[src/rtl/alu_result_stage.sv]
// Registered ALU result stage: a 2-entry skid buffer with a registered in_ready, carrying zero/neg flags.
// Optional macro PARITY_FLAG_EN adds a stored parity flag per entry; without it out_parity is tied to 0.
module alu_result_stage #(
  parameter int WIDTH  = 16,
  parameter int ADDR_W = 3
) (
  input  logic              clk,
  input  logic              reset,
  input  logic              in_valid,
  output logic              in_ready,
  input  logic [WIDTH-1:0]  in_result,
  input  logic [ADDR_W-1:0] in_dest,
  output logic              out_valid,
  input  logic              out_ready,
  output logic [WIDTH-1:0]  out_result,
  output logic [ADDR_W-1:0] out_dest,
  output logic              out_zero,
  output logic              out_neg,
  output logic              out_parity
);

  typedef enum logic [1:0] {EMPTY, ONE, FULL} state_t;

  state_t r_state, w_state_nxt;
  logic   r_in_ready;

  logic [WIDTH-1:0]  r_m_res, r_s_res;
  logic [ADDR_W-1:0] r_m_dest, r_s_dest;
  logic              r_m_zero, r_s_zero, r_m_neg, r_s_neg;

  logic w_in_xfer, w_out_xfer;
  logic w_ld_main, w_ld_skid, w_skid2main;
  logic w_in_zero, w_in_neg;

  assign w_in_xfer  = in_valid & r_in_ready;
  assign w_out_xfer = (r_state != EMPTY) & out_ready;
  // Flags are taken from the incoming word and stored with it.
  assign w_in_zero  = (in_result == '0);
  assign w_in_neg   = in_result[WIDTH-1];

  always_comb begin
    w_state_nxt = r_state;
    w_ld_main   = 1'b0;
    w_ld_skid   = 1'b0;
    w_skid2main = 1'b0;
    case (r_state)
      EMPTY: if (w_in_xfer) begin
        w_ld_main   = 1'b1;
        w_state_nxt = ONE;
      end
      ONE: begin
        if (w_in_xfer && w_out_xfer) begin
          w_ld_main = 1'b1;
        end else if (w_in_xfer) begin
          w_ld_skid   = 1'b1;
          w_state_nxt = FULL;
        end else if (w_out_xfer) begin
          w_state_nxt = EMPTY;
        end
      end
      FULL: if (w_out_xfer) begin
        w_skid2main = 1'b1;
        w_state_nxt = ONE;
      end
      default: w_state_nxt = EMPTY;
    endcase
  end

  always_ff @(posedge clk) begin
    if (reset) begin
      r_state    <= EMPTY;
      r_in_ready <= 1'b1;
    end else begin
      r_state    <= w_state_nxt;
      r_in_ready <= (w_state_nxt != FULL);
    end
  end

  always_ff @(posedge clk) begin
    if (reset) begin
      r_m_res  <= '0;
      r_m_dest <= '0;
      r_m_zero <= 1'b1;
      r_m_neg  <= 1'b0;
      r_s_res  <= '0;
      r_s_dest <= '0;
      r_s_zero <= 1'b1;
      r_s_neg  <= 1'b0;
    end else begin
      if (w_ld_main) begin
        r_m_res  <= in_result;
        r_m_dest <= in_dest;
        r_m_zero <= w_in_zero;
        r_m_neg  <= w_in_neg;
      end else if (w_skid2main) begin
        r_m_res  <= r_s_res;
        r_m_dest <= r_s_dest;
        r_m_zero <= r_s_zero;
        r_m_neg  <= r_s_neg;
      end
      if (w_ld_skid) begin
        r_s_res  <= in_result;
        r_s_dest <= in_dest;
        r_s_zero <= w_in_zero;
        r_s_neg  <= w_in_neg;
      end
    end
  end

`ifdef PARITY_FLAG_EN
  logic r_m_par, r_s_par;
  always_ff @(posedge clk) begin
    if (reset) begin
      r_m_par <= 1'b0;
      r_s_par <= 1'b0;
    end else begin
      if (w_ld_main)        r_m_par <= ^in_result;
      else if (w_skid2main) r_m_par <= r_s_par;
      if (w_ld_skid)        r_s_par <= ^in_result;
    end
  end
  assign out_parity = r_m_par;
`else
  assign out_parity = 1'b0;
`endif

  assign in_ready   = r_in_ready;
  assign out_valid  = (r_state != EMPTY);
  assign out_result = r_m_res;
  assign out_dest   = r_m_dest;
  assign out_zero   = r_m_zero;
  assign out_neg    = r_m_neg;

endmodule

[config.mk]
export PLATFORM = sky130hd
export DESIGN_NAME = alu_result_stage
export DESIGN_NICKNAME = d
export VERILOG_FILES = /design/src/rtl/alu_result_stage.sv
export SDC_FILE = /design/constraint.sdc
export NUM_CORES = 1
export LEC_CHECK = 0
export ABC_CLOCK_PERIOD_IN_PS = 1670
export CORE_MARGIN = 5
export CORE_UTILIZATION = 45
export CTS_CLUSTER_DIAMETER = 200
export DETAILED_ROUTE_END_ITERATION = 6
export PLACE_DENSITY = 0.77
export REMOVE_ABC_BUFFERS = 1
export SLEW_MARGIN = 40
export SYNTH_ARGS = -nofsm -noshare
export SYNTH_HDL_FRONTEND = slang
export SYNTH_SLANG_ARGS = --single-unit
[constraint.sdc]
create_clock -name clk -period 1.67 [get_ports clk]
set_clock_uncertainty 0.15 [all_clocks]
set_input_delay 0.501 -clock clk [delete_from_list [all_inputs] [get_ports clk]]
set_output_delay 0.501 -clock clk [all_outputs]
set_load 0.05 [all_outputs]
==> reports/metrics.cfg, run 1 <==
[clocking]
insertion_delay_ns = 0.29
clockBufferDepth = 2
cts.clk_slew.worst_paths_ns = 0.07
holdBufCountCts = 0
cts.sinks = 43
cts_buffers = 5
cts-root-buf = clkbuf_8
cts_tree = built
h-tree-depth = 2

[pwr]
p_sw_mw = 0.7896
max-vdd-ir-drop_uv = 550.1
cellInternalPower_mw = 1.736
p_per_area_mw_per_mm2 = 862.8
seqPwrFrac = 0.456
finalPower_mw = 2.526
swShare = 0.3126
clockPowerShare = 0.241
combPwrFrac = 0.302
power_leakage_nw = 1.119

[synth]
synthXorXnorAreaFrac = 0
synth_compound_area_frac = 0.1692
ys.flop_type = dfxtp_1
synth_fa_ha_area_frac = 0
synth_top_family_by_area = simple AND/OR/NAND/NOR gates
synthSimpleGateAreaFrac = 0.2684
synth-seq-cells = 43
syn-instance-count = 225
netlist_area_mm2 = 0.001804
synth_edf_count = 0
ys_warn_count = 0
ys_types = 26
synthMuxAreaShare = 0.01110
ys_async_sr_fraction = 0
syn_area_per_cell_um2 = 8.019
ys_seq_area_frac = 0.4771

[cells_and_area]
fillers = 271
finish.instance_area_mm2 = 0.002928
synthToLayoutAreaGrowth_pct = 62.27
utilization = 0.7426
layout_common_cells = 79 x nand2_1, 41 x dfxtp_1, 29 x buf_4
drive_gt1_frac = 0.2900
regArea_um2 = 868.3
diodes = 0
fin_nets = 324
final_common_cell = nand2_1
multi_input_area_um2 = 953.4

[detailed_routing]
routed_via_density = 5.854
drtIter0Drc = 224
ant_nets = 0
wl_um = 6054
drc = 0
vias = 2049
wl_per_cell_um = 17.30
drtPass1Iterations = 4

[sta]
final.setup.worst_slack_ns = -0.01026
finalHoldViolCount = 0
rsz0062_at_grt = yes
max_freq_mhz = 595.1
fin_crit_sh = 1.006
period_needed_ns = 1.680
setup_viol = 1
slew_violations = 0

[placed_design]
post-place-ws_ns = -0.6003
hpwl_um = 3231
port_buffers = 45
placed_area_mm2 = 0.002664
gp_congestion = 0.8243

[setup_path]
worstSetupPathType = register to primary output
worstPathMaxFanout = 2
end_kind = primary output
worstPathRequired_ns = 1.02
cp_data_arrival_time_ns = 1.03
start_kind = register

[die]
rows = 23
start_util = 0.4576
die-height_um = 73.32
fp.dieW_um = 73.32
core_area_mm2 = 0.003943
pin_count = 47
die_area_mm2 = 0.005376

[grt]
first_global_vias = 1941
overflow = 0
grt_max_degree = 20
grt_pass1_wl_um = 9432
globalRouteTotalUtil = 0.2321
grt_antenna_before_repair = 0

[run_status]
violations = setup timing
status = finished, violations left

[worst_hold_path]
hold_path_class = register to register

[flow_run]
drv_cap = 0

-- logic make-up (layout without fill, tap and decap cells) --
logic type | after synthesis | count (layout)
other | 1 | 1
AO/OA/AOI/OAI | 43 | 43
multiplexers | 2 | 2
flip-flops | 43 | 43
buffers and inverters | 20 | 86
AND/OR/NAND/NOR | 116 | 125
-- stage by stage --
step / hold slack [ns] / instances / TNS, ns
finish: 0.3043 / 350 / -0.01026
CTS: 0.3042 / 350 / -0.02037
detailed placement: 0.2942 / 330 / -17.77
global placement: 0.2868 / 330 / -16.10
floorplan: 0.2805 / 206 / -3.456
global route: 0.3156 / 350 / -0.03998
-- power groups by stage --
stage          logic (mW)  registers [mW]  clock network, mW
2_1_floorplan       0.142            1.31                  0
3_3_place_gp        0.670            1.17                  0
3_5_place_dp        0.681            1.18                  0
4_1_cts             0.751            1.15              0.617
5_1_grt             0.796            1.16              0.657
6_report            0.763            1.15              0.610
-- synthesized netlist by cell type (2+ instances only) --
cell type,instances,area [um^2]
buf_2,8,40.04
a21oi_2,3,26.28
mux2i_1,2,20.02
a21oi_1,18,90.09
dfxtp_1,43,860.8
nand2_1,81,304.0
buf_4,2,15.01
or2_2,2,12.51
a311oi_1,19,166.4
nor4_1,4,25.02
clkbuf_1,5,18.77
buf_6,2,22.52
nor2_1,22,82.58
buf_8,2,30.03
-- sequential cells by signal, indices dropped and copies added, names as in the netlist --
| name | flops |
|---|---|
| r_state | 2 |
| out_dest | 3 |
| out_result | 16 |
| r_s_zero | 1 |
| r_s_res | 16 |
| in_ready | 1 |
| out_zero | 1 |
| r_s_dest | 3 |
-- per-layer routing --
layer	routed length (um)	vias up	track usage	part of all wire
met5	0	-	0	0
met4	194	0	0.1187	0.032
met3	647	21	0.03830	0.11
met2	2931	147	0.3694	0.48
met1	2280	960	0.3026	0.38
li1	-	921	-	-
-- repair_timing --
action,in CTS,in global routing
resized for setup,24,3
gates cloned,10,0
buffers inserted,4,0
endpoints found under the setup margin,40,3
pin swaps,2,0
-- worst paths after layout --
| kind | start | endpoint | slack (ns) | cells past startpoint |
|---|---|---|---|---|
| worst min-delay path | r_s_dest[2] | r_s_dest[2] | 0.30 | 2 |
| worst max register to register | r_state[1] | out_result[5] | 0.08 | 6 |
| worst min register to register | r_s_dest[2] | r_s_dest[2] | 0.30 | 2 |
| worst max-delay path | r_state[0] | out_valid | -0.01 | 2 |
-- final cells by class --
type,count,area share
inverters,1,0.001282
well taps,50,0.02137
flip-flops and latches,43,0.2966
clock buffers,6,0.02479
repair buffers,79,0.3303
multi-input cells,171,0.3256
-- worst max-delay path, stage by stage (launching register included) --
cell and delay [ns]:
dfxtp_4 0.34, or2_4 0.24, buf_8 0.15
Power figures use the tool's default switching activity.
==> run 2, diff against run 1 <==
CAP_MARGIN = 10   (was unset)
TNS_END_PERCENT = 50   (was unset)
==> results of run 2 <==
The final DEF is identical to that of run 1; final timing and power are the same.
==> run 3, diff against run 2 <==
ABC_AREA = 1   (was unset)
CTS_CLUSTER_SIZE = 14   (was unset)
PLACE_DENSITY = 0.76   (was 0.77)
TNS_END_PERCENT = unset   (was 50)
==> run 3 against run 2 <==
  * The flow now finishes without violations
  * Maximum frequency up 3.9%
  * Design area up 5.2%
  * Flip-flop and latch count unchanged
  * Critical path type unchanged
  * Setup slack better by 0.063 ns
  * Sequential power about the same
  * Via count up 0.24%
  * Highest routed layer unchanged
  * Largest cell class unchanged
==> reports/metrics.cfg, run 3 <==
[run_status]
status = finished clean

[cells_and_area]
final_common_cell = nand2_1
synthToLayoutAreaGrowth_pct = 62.40
fin_nets = 372
diodes = 0
fillers = 291
final_cells = 400
multi_input_area_um2 = 892.1
layout_common_cells = 111 x nand2_1, 42 x nand3_1, 41 x dfxtp_1
drive_gt1_frac = 0.2486
finish.instance_area_mm2 = 0.003080
regArea_um2 = 868.3

[clocking]
holdBufCountCts = 0
cts.sinks = 43
cts-root-buf = clkbuf_8
cts_tree = built
h-tree-depth = 2
cts.clk_slew.worst_paths_ns = 0.08
clockBufferDepth = 2
cts_buffers = 5
insertion_delay_ns = 0.30

[setup_path]
cp_data_arrival_time_ns = 0.97
worstPathRequired_ns = 1.02
regToRegEndpoint = r_s_res[7]
crit_path_start = r_state[1]
r2r-start = r_state[1]
start_kind = register
path_cells = inv_6 -> nand2_2 -> buf_12
ff2ff_setup_slack_ns = 0.10
reg2regPathDepth = 7
worstPathMaxFanout = 5
cpPeakStageDelay_ns = 0.37
endpoint = out_valid
crit_slowest_cell = dfxtp_4
end_kind = primary output
worstSetupPathType = register to primary output

[detailed_routing]
vias = 2054
routed_via_density = 5.135
drtIter0Drc = 148
wl_per_cell_um = 13.39
routed-wl-met3_um = 437
ant_nets = 0
highest_layer = met4
drt-met1-wl_um = 2120
wl_um = 5356
wl_met2_um = 2661
drtPass1Iterations = 4
drc = 0

[pwr]
power_leakage_nw = 1.418
cellInternalPower_mw = 1.924
p_sw_mw = 0.8013
swShare = 0.2940
clockPowerShare = 0.308
seqPwrFrac = 0.420
max-vdd-ir-drop_uv = 548.7
combPwrFrac = 0.272
p_per_area_mw_per_mm2 = 884.7

[synth]
synth_fa_ha_area_frac = 0
ys_warn_count = 0
synthXorXnorAreaFrac = 0
synth_top_family_by_area = simple AND/OR/NAND/NOR gates
synth_top_cells_by_area = dfxtp_1 45%, nand2_1 22%, nand3_1 11%
synth.most_common_cell = nand2_1
ys_top_cells_by_count = 113 x nand2_1, 43 x dfxtp_1, 42 x nand3_1
synth_area_leader_cell = dfxtp_1
syn_area_per_cell_um2 = 6.774
ys_types = 17
synth.top_cell.area_share = 0.4538
synth_compound_area_frac = 0.06398
netlist_area_mm2 = 0.001897
synth-seq-cells = 43
ys.flop_type = dfxtp_1
ys_async_sr_fraction = 0
syn-instance-count = 280
synth_edf_count = 0
ys_seq_area_frac = 0.4538
synthSimpleGateAreaFrac = 0.3701
synthMuxAreaShare = 0

[die]
start_util = 0.4675
rows = 23
pin_count = 47
die_area_mm2 = 0.005614
core_area_mm2 = 0.004058
die-height_um = 74.93
fp.dieW_um = 74.93

[placed_design]
port_buffers = 45
dp.cells = 387
placed_area_mm2 = 0.002795
gp_congestion = 0.7601
hpwl_um = 3423

[sta]
finalHoldViolCount = 0
period_needed_ns = 1.617
slew_violations = 0
setup_viol = 0
fin_crit_sh = 0.9682
hold_slack_ns = 0.3210
rsz0062_at_grt = no
max_freq_mhz = 618.5

[flow_run]
drv_cap = 0

[grt]
overflow = 0
globalRouteTotalUtil = 0.1920
grt_max_degree = 22
grt_antenna_before_repair = 0
first_global_vias = 1925
grt_pass1_wl_um = 8349

[worst_hold_path]
holdPathStages = 2
hold_path_class = register to register

run 3: cell count changes in the layout (fill, tap and decap cells not counted), moves of 6 or more:
| cell | before | now |
|---|---|---|
| a21oi_1 | 18 | 12 |
| a21oi_2 | 3 | 9 |
| a311oi_1 | 19 | 0 |
| inv_1 | 1 | 23 |
| nand2_1 | 79 | 111 |
| nand2b_4 | 6 | 0 |
| nand3_1 | 0 | 42 |
| nor2_1 | 21 | 10 |
run 3: cell families after synthesis:
family,count (synthesis)
buf+inv,44
flops,43
simple gates,169
other cells,1
compound gates,23
run 3: power by group through the flow:
stage | clock (mW) | combinational, mW | sequential, mW
2_1_floorplan | 0 | 0.188 | 1.27
3_3_place_gp | 0 | 0.679 | 1.17
3_5_place_dp | 0 | 0.689 | 1.17
4_1_cts | 0.840 | 0.700 | 1.15
5_1_grt | 0.883 | 0.792 | 1.15
6_report | 0.839 | 0.742 | 1.14
run 3: stage by stage:
step | TNS [ns] | total power [mW] | utilization | setup WS [ns]
final | 0 | 2.725 | 0.7592 | 0.05316
after global routing | 0 | 2.826 | 0.7592 | 0.01621
after CTS | 0 | 2.685 | 0.7293 | 0.006894
after detailed placement | -13.35 | 1.856 | 0.6889 | -0.3672
after global placement | -12.32 | 1.845 | 0.6889 | -0.3311
after floorplan | -29.85 | 1.462 | - | -1.003
run 3: repair_timing:
action | 4_1_cts | 5_1_grt
setup endpoints to repair | 26 | 31
pin swaps | 3 | 3
buffers inserted | 0 | 2
gates resized for setup | 13 | 15
gates cloned | 1 | 2
run 3: routing by layer:
metal | vias to the layer above | GRT usage
li1 | 1011 | -
met1 | 928 | 0.2285
met2 | 97 | 0.3288
met3 | 18 | 0.03872
met4 | 0 | 0.09289
met5 | - | 0
run 3: final cells by class:
cell class | count | share of cell area
multi-input cells | 193 | 0.2896
well taps | 50 | 0.02031
repair buffers | 81 | 0.3363
clock inverters | 2 | 0.01137
clock buffers | 6 | 0.02681
flip-flops and latches | 43 | 0.2819
inverters | 25 | 0.03371
run 3: how the worst min path moves through the flow:
stage                            from          end  slack, ns
after floorplan           r_s_dest[0]  r_s_dest[0]       0.29
after global placement     r_s_res[2]   r_s_res[2]       0.30
after detailed placement   r_s_res[8]   r_s_res[8]       0.31
after CTS                  r_s_res[8]   r_s_res[8]       0.32
after global routing       r_s_res[0]   r_s_res[0]       0.34
final                      r_s_res[8]   r_s_res[8]       0.32
run 3: critical path: cells and delay by family, from the launching register on:
family	cells	cell delay, ns
and+or+nand+nor	1	0.08
DFF	1	0.37
buffers and inverters	2	0.22
